**src/rtl/mc_controller.sv**
```systemverilog
// Multicycle controller for a small ARM-like datapath.
// Sequences each instruction through fetch, decode, execute/memory and writeback states,
// decodes the data-processing command into an ALU operation, keeps the {V,C,N,Z} flags
// register and gates writes with the instruction's condition, latched once per instruction.
//
// Ports:
//   clk, rst_n        rising-edge clock, synchronous active-low reset
//   instr_cond        Instr[31:28] condition field
//   instr_op          Instr[27:26] instruction class
//   instr_funct       Instr[25:20] function field (I bit, command, S/L bit)
//   instr_rd          Instr[15:12] destination register
//   alu_flags         {V,C,N,Z} produced by the ALU this cycle
//   pc_write, mem_write, reg_write, ir_write, adr_src    write enables / address select
//   result_src, alu_src_b, imm_src, reg_src              2-bit datapath selects
//   alu_src_a, alu_control                               ALU operand A select, ALU op
module mc_controller (
  input  logic       clk,
  input  logic       rst_n,
  input  logic [3:0] instr_cond,
  input  logic [1:0] instr_op,
  input  logic [5:0] instr_funct,
  input  logic [3:0] instr_rd,
  input  logic [3:0] alu_flags,
  output logic       pc_write,
  output logic       mem_write,
  output logic       reg_write,
  output logic       ir_write,
  output logic       adr_src,
  output logic [1:0] result_src,
  output logic [1:0] alu_src_b,
  output logic [1:0] imm_src,
  output logic [1:0] reg_src,
  output logic       alu_src_a,
  output logic [2:0] alu_control
);

  localparam logic [3:0] S_FETCH    = 4'd0;
  localparam logic [3:0] S_DECODE   = 4'd1;
  localparam logic [3:0] S_MEMADR   = 4'd2;
  localparam logic [3:0] S_MEMREAD  = 4'd3;
  localparam logic [3:0] S_MEMWB    = 4'd4;
  localparam logic [3:0] S_MEMWRITE = 4'd5;
  localparam logic [3:0] S_EXECUTER = 4'd6;
  localparam logic [3:0] S_EXECUTEI = 4'd7;
  localparam logic [3:0] S_ALUWB    = 4'd8;
  localparam logic [3:0] S_BRANCH   = 4'd9;

  logic [3:0] state_q, state_d;
  logic [3:0] flags_q, flags_d;
  logic       cond_q, cond_d;

  // Command decode
  logic [2:0] dec_alu;
  logic       no_write;
  logic       cmd_legal;
  logic       cmd_is_cmp;
  logic       cmd_is_logic;

  always_comb begin
    dec_alu      = 3'b000;
    no_write     = 1'b0;
    cmd_legal    = 1'b1;
    cmd_is_cmp   = 1'b0;
    cmd_is_logic = 1'b0;
    case (instr_funct[4:1])
      4'b0100: dec_alu = 3'b000;
      4'b0010: dec_alu = 3'b001;
      4'b0000: begin
        dec_alu      = 3'b010;
        cmd_is_logic = 1'b1;
      end
      4'b1100: begin
        dec_alu      = 3'b011;
        cmd_is_logic = 1'b1;
      end
      4'b1010: begin
        dec_alu    = 3'b001;
        no_write   = 1'b1;
        cmd_is_cmp = 1'b1;
      end
      default: begin
        no_write  = 1'b1;
        cmd_legal = 1'b0;
      end
    endcase
  end

  // Condition evaluation against the architectural flags
  logic flag_v, flag_c, flag_n, flag_z;
  logic cond_ex;

  assign {flag_v, flag_c, flag_n, flag_z} = flags_q;

  always_comb begin
    cond_ex = 1'b0;
    case (instr_cond)
      4'b0000: cond_ex = flag_z;
      4'b0001: cond_ex = ~flag_z;
      4'b0010: cond_ex = flag_c;
      4'b0011: cond_ex = ~flag_c;
      4'b0100: cond_ex = flag_n;
      4'b0101: cond_ex = ~flag_n;
      4'b0110: cond_ex = flag_v;
      4'b0111: cond_ex = ~flag_v;
      4'b1000: cond_ex = flag_c & ~flag_z;
      4'b1001: cond_ex = ~flag_c | flag_z;
      4'b1010: cond_ex = (flag_n == flag_v);
      4'b1011: cond_ex = (flag_n != flag_v);
      4'b1100: cond_ex = ~flag_z & (flag_n == flag_v);
      4'b1101: cond_ex = flag_z | (flag_n != flag_v);
      4'b1110: cond_ex = 1'b1;
      default: cond_ex = 1'b0;
    endcase
  end

  // Condition is latched in DECODE so a flag update in EXECUTE cannot change the
  // gating of this instruction's own writeback.
  assign cond_d = (state_q == S_DECODE) ? cond_ex : cond_q;

  logic in_exec;
  logic flag_upd;

  assign in_exec  = (state_q == S_EXECUTER) || (state_q == S_EXECUTEI);
  assign flag_upd = in_exec & cond_q & cmd_legal & (instr_funct[0] | cmd_is_cmp);

  always_comb begin
    flags_d = flags_q;
    if (flag_upd) begin
      if (cmd_is_logic) begin
        flags_d = {flags_q[3:2], alu_flags[1:0]};
      end else begin
        flags_d = alu_flags;
      end
    end
  end

  // Next-state logic
  always_comb begin
    state_d = S_FETCH;
    case (state_q)
      S_FETCH:  state_d = S_DECODE;
      S_DECODE: begin
        case (instr_op)
          2'b01:   state_d = S_MEMADR;
          2'b00:   state_d = instr_funct[5] ? S_EXECUTEI : S_EXECUTER;
          2'b10:   state_d = S_BRANCH;
          default: state_d = S_FETCH;
        endcase
      end
      S_MEMADR:   state_d = instr_funct[0] ? S_MEMREAD : S_MEMWRITE;
      S_MEMREAD:  state_d = S_MEMWB;
      S_EXECUTER: state_d = S_ALUWB;
      S_EXECUTEI: state_d = S_ALUWB;
      default:    state_d = S_FETCH;
    endcase
  end

  always_ff @(posedge clk) begin
    if (!rst_n) begin
      state_q <= S_FETCH;
      flags_q <= 4'b0000;
      cond_q  <= 1'b0;
    end else begin
      state_q <= state_d;
      flags_q <= flags_d;
      cond_q  <= cond_d;
    end
  end

  // Datapath controls
  assign imm_src = instr_op;
  assign reg_src = {(instr_op == 2'b01), (instr_op == 2'b10)};

  always_comb begin
    pc_write    = 1'b0;
    mem_write   = 1'b0;
    reg_write   = 1'b0;
    ir_write    = 1'b0;
    adr_src     = 1'b0;
    result_src  = 2'b00;
    alu_src_b   = 2'b00;
    alu_src_a   = 1'b0;
    alu_control = 3'b000;
    case (state_q)
      S_FETCH: begin
        ir_write   = 1'b1;
        alu_src_a  = 1'b1;
        alu_src_b  = 2'b10;
        result_src = 2'b10;
        pc_write   = 1'b1;
      end
      S_DECODE: begin
        alu_src_a  = 1'b1;
        alu_src_b  = 2'b10;
        result_src = 2'b10;
      end
      S_MEMADR: alu_src_b = 2'b01;
      S_MEMREAD: adr_src = 1'b1;
      S_MEMWB: begin
        result_src = 2'b01;
        reg_write  = cond_q;
      end
      S_MEMWRITE: begin
        adr_src   = 1'b1;
        mem_write = cond_q;
      end
      S_EXECUTER: alu_control = dec_alu;
      S_EXECUTEI: begin
        alu_src_b   = 2'b01;
        alu_control = dec_alu;
      end
      S_ALUWB: begin
        reg_write = cond_q & ~no_write;
        pc_write  = cond_q & ~no_write & (instr_rd == 4'b1111);
      end
      S_BRANCH: begin
        alu_src_b  = 2'b01;
        result_src = 2'b10;
        pc_write   = cond_q;
      end
      default: ;
    endcase
    // Architectural writes are blocked for the whole reset cycle
    if (!rst_n) begin
      pc_write  = 1'b0;
      mem_write = 1'b0;
      reg_write = 1'b0;
      ir_write  = 1'b0;
    end
  end

endmodule

```
**config.mk**
```make
export PLATFORM = sky130hd
export DESIGN_NAME = mc_controller
export DESIGN_NICKNAME = d
export VERILOG_FILES = /design/src/rtl/mc_controller.sv
export SDC_FILE = /design/constraint.sdc
export NUM_CORES = 1
export LEC_CHECK = 0
export ABC_AREA = 1
export BUFFER_PORTS_ARGS = -buffer_cell sky130_fd_sc_hd__buf_2
export CAP_MARGIN = 20
export CORE_MARGIN = 4
export CORE_UTILIZATION = 30
export CTS_CLUSTER_DIAMETER = 120
export DETAILED_ROUTE_END_ITERATION = 7
export GPL_TIMING_DRIVEN = 1
export PLACE_DENSITY_LB_ADDON = 0.1
export REMOVE_ABC_BUFFERS = 1
export SLEW_MARGIN = 20
export SYNTH_ARGS = -nofsm -noshare
export SYNTH_HDL_FRONTEND = slang
export SYNTH_SLANG_ARGS = --single-unit
```
**constraint.sdc**
```tcl
create_clock -name clk -period 2.01 [get_ports clk]
set_input_delay 0.201 -clock clk [delete_from_list [all_inputs] [get_ports clk]]
set_output_delay 0.201 -clock clk [all_outputs]
set_load 0.05 [all_outputs]
```
==> impl_metrics.csv <==
group,metric,value,unit
cells_and_area,layout_common_cells,"nand2_1 (39), buf_2 (37), nor2_1 (29)",
cells_and_area,final_common_cell,"nand2_1",
synthesis,synth_cell_type_count,22,
synthesis,ys_seq_area_frac,0.205,
clocking,root_buffer,"clkbuf_4",
routing,vias,1070,
floorplanning,ios,39,
power,internal_power,335,uW
synthesis,synth_area,878,sq um
routing,wl_per_cell,10.4,um
cells_and_area,n_antenna_cell,0,
clocking,htree_levels,1,
clocking,cts_buffers,3,
worst_setup_path,rrSetupSlack,0.80,ns
sta,whs,0.165,ns
global_routing,grt_usage,0.131,
placement,post-dp-hpwl,2070,um
cells_and_area,area_delta_synth_final,26.1,%
global_routing,grt_pass1_wl,4260,um
floorplanning,die_h,62.1,um
worst_setup_path,path_max_fanout,6,
sta,skew,0.00366,ns
routing,detail_route.drc_violations,0,
floorplanning,initial_core_util,0.316,
synthesis,ys_ff_latch,9,
routing,ant_nets,0,
routing,drt_iter0_markers,109,
global_routing,grt_max_degree,9,
floorplanning,die_x,62.1,um
cells_and_area,final_core_util,0.398,
cells_and_area,drive_gt1_frac,0.259,
clocking,clkLatencyLatePin,0.26,ns
floorplanning,coreArea,2780,sq um
sta,setup_viol,0,
flow_run,max_cap_viol_count,0,
clocking,cts_hold_buffers,0,
clocking,cts_setup_buffers,0,
min_path,hold_class,"in -> reg",
sta,period_needed,1.81,ns
synthesis,synth_cells,163,
routing,viasPerCell,4.61,
cells_and_area,num-fill-cells,322,
global_routing,grt_pass1_vias,963,
global_routing,grt_remaining_overflow,0,
routing,finalWirelength,2420,um
routing,dr.pass1.iters,4,
power,pwr-share-comb,0.447,
sta,hold_viol_final,0,
sta,drv_slew,0,
sta,timing.final.crit_share,0.901,
worst_setup_path,crit_path_start_kind,"flip-flop",
sta,rsz0062_at_grt,"false",
synthesis,ys.warnings.count,0,
synthesis,avgSynthCellArea,5.39,sq um
global_routing,antenna_found_initial,0,
power,p_leak,0.612,nW
floorplanning,dieArea,3860,sq um
placement,gp_routability_congestion,0.833,
power,switching_share,0.454,
sta,fmax,0.552,GHz
clocking,cts_tree,"built",
clocking,clock_sinks,9,
status,status,"completed",
clocking,path_clk_slew,0.07,ns
cells_and_area,finalNetCount,224,
power,power.density,553,nW/um^2
clocking,ctsLongestPathBuffers,2,
worst_setup_path,crit_required,1.81,ns
floorplanning,fp-row-count,19,
power,p_sw,278,uW
worst_setup_path,worstSetupEndpointType,"output port",
placement,numPortBuffers,37,
worst_setup_path,arrival,1.61,ns
clocking,cts_resized,0,
power,p_seq_frac,0.322,
power,vdd_ir_drop_max,0.337,mV
power,p_clk_frac,0.231,
worst_setup_path,crit_type,"reg -> out",
## power groups by stage
| stage | logic, mW | registers [mW] | clock network (mW) |
|---|---|---|---|
| 2_1_floorplan | 0.191 | 0.199 | 0 |
| 3_3_place_gp | 0.273 | 0.201 | 0 |
| 3_5_place_dp | 0.273 | 0.200 | 0 |
| 4_1_cts | 0.274 | 0.197 | 0.146 |
| 5_1_grt | 0.300 | 0.199 | 0.152 |
| 6_report | 0.274 | 0.197 | 0.142 |
## final cells by class
cell class / count / area (sq um) / share of cell area
Multi-Input combinational cell: 120 / 558 / 0.504
Tap cell: 31 / 38.8 / 0.0350
Timing Repair Buffer: 37 / 185 / 0.167
Inverter: 31 / 118 / 0.106
Clock inverter: 1 / 5.00 / 0.00452
Sequential cell: 9 / 180 / 0.163
Clock buffer: 3 / 22.5 / 0.0203
## metal layers
metal,share of wire,GRT usage,up-vias
li1,-,-,583
met1,0.45,0.165,446
met2,0.47,0.220,37
met3,0.062,0.0162,4
met4,0.013,0.0569,0
met5,0,0,-
## synthesized netlist by cell type
| cell type | instances | area [sq um] |
|---|---|---|
| nand2_1 | 39 | 146 |
| nor2_1 | 29 | 109 |
| inv_1 | 28 | 105 |
| nand3_1 | 19 | 95.1 |
| dfxtp_1 | 9 | 180 |
| a21oi_1 | 6 | 30.0 |
| o21ai_0 | 5 | 25.0 |
| o211ai_1 | 4 | 30.0 |
| buf_4 | 3 | 22.5 |
| nand2_2 | 3 | 18.8 |
| nor2_4 | 3 | 33.8 |
| inv_2 | 2 | 7.51 |
| nor2_2 | 2 | 12.5 |
| nor3_1 | 2 | 10.0 |
| o21ai_1 | 2 | 10.0 |
| a31oi_1 | 1 | 6.26 |
| clkinv_2 | 1 | 5.00 |
| conb_1 | 1 | 3.75 |
| nand3b_1 | 1 | 7.51 |
| nand4_1 | 1 | 6.26 |
| o21bai_1 | 1 | 7.51 |
| o22ai_1 | 1 | 6.26 |
## path summary, 6_finish.rpt
kind	start	endpoint	cells past startpoint
max reg2reg	state_q[1]	flags_q[3]	7
min	alu_flags[1]	flags_q[1]	3
min reg2reg	flags_q[2]	flags_q[2]	2
max	state_q[1]	pc_write	8
## state kept, by name (all words and copies together), names as in the netlist
register and flops:
flags_q 4, state_q 4, cond_q 1
## per-stage QoR
step / setup slack [ns] / instance area (sq um) / setup TNS, ns / total power, mW / std cells
global route: 0.0370 / 1110 / 0 / 0.650 / 232
detailed placement: 0.503 / 1080 / 0 / 0.473 / 228
CTS: 0.205 / 1110 / 0 / 0.618 / 232
floorplan: -0.277 / 856 / -0.277 / 0.390 / 160
global placement: 0.521 / 1080 / 0 / 0.474 / 228
finish: 0.199 / 1110 / 0 / 0.613 / 232
## cell families after synthesis
| logic type | count (synthesis) | share of synthesized area |
|---|---|---|
| other | 1 | 0.00427 |
| AOI/OAI and AO/OA | 20 | 0.131 |
| DFF | 9 | 0.205 |
| and+or+nand+nor | 99 | 0.500 |
| buffers and inverters | 34 | 0.160 |
## worst max-delay path: stages (launching register included)
cell     delay (ns)
dfxtp_1        0.36
inv_2          0.11
nand2_1        0.11
inv_1          0.10
nand3_1        0.14
o21ai_0        0.11
nand2_1        0.06
o21ai_0        0.07
buf_2          0.29
No activity file was read; power rests on OpenSTA's default activity.
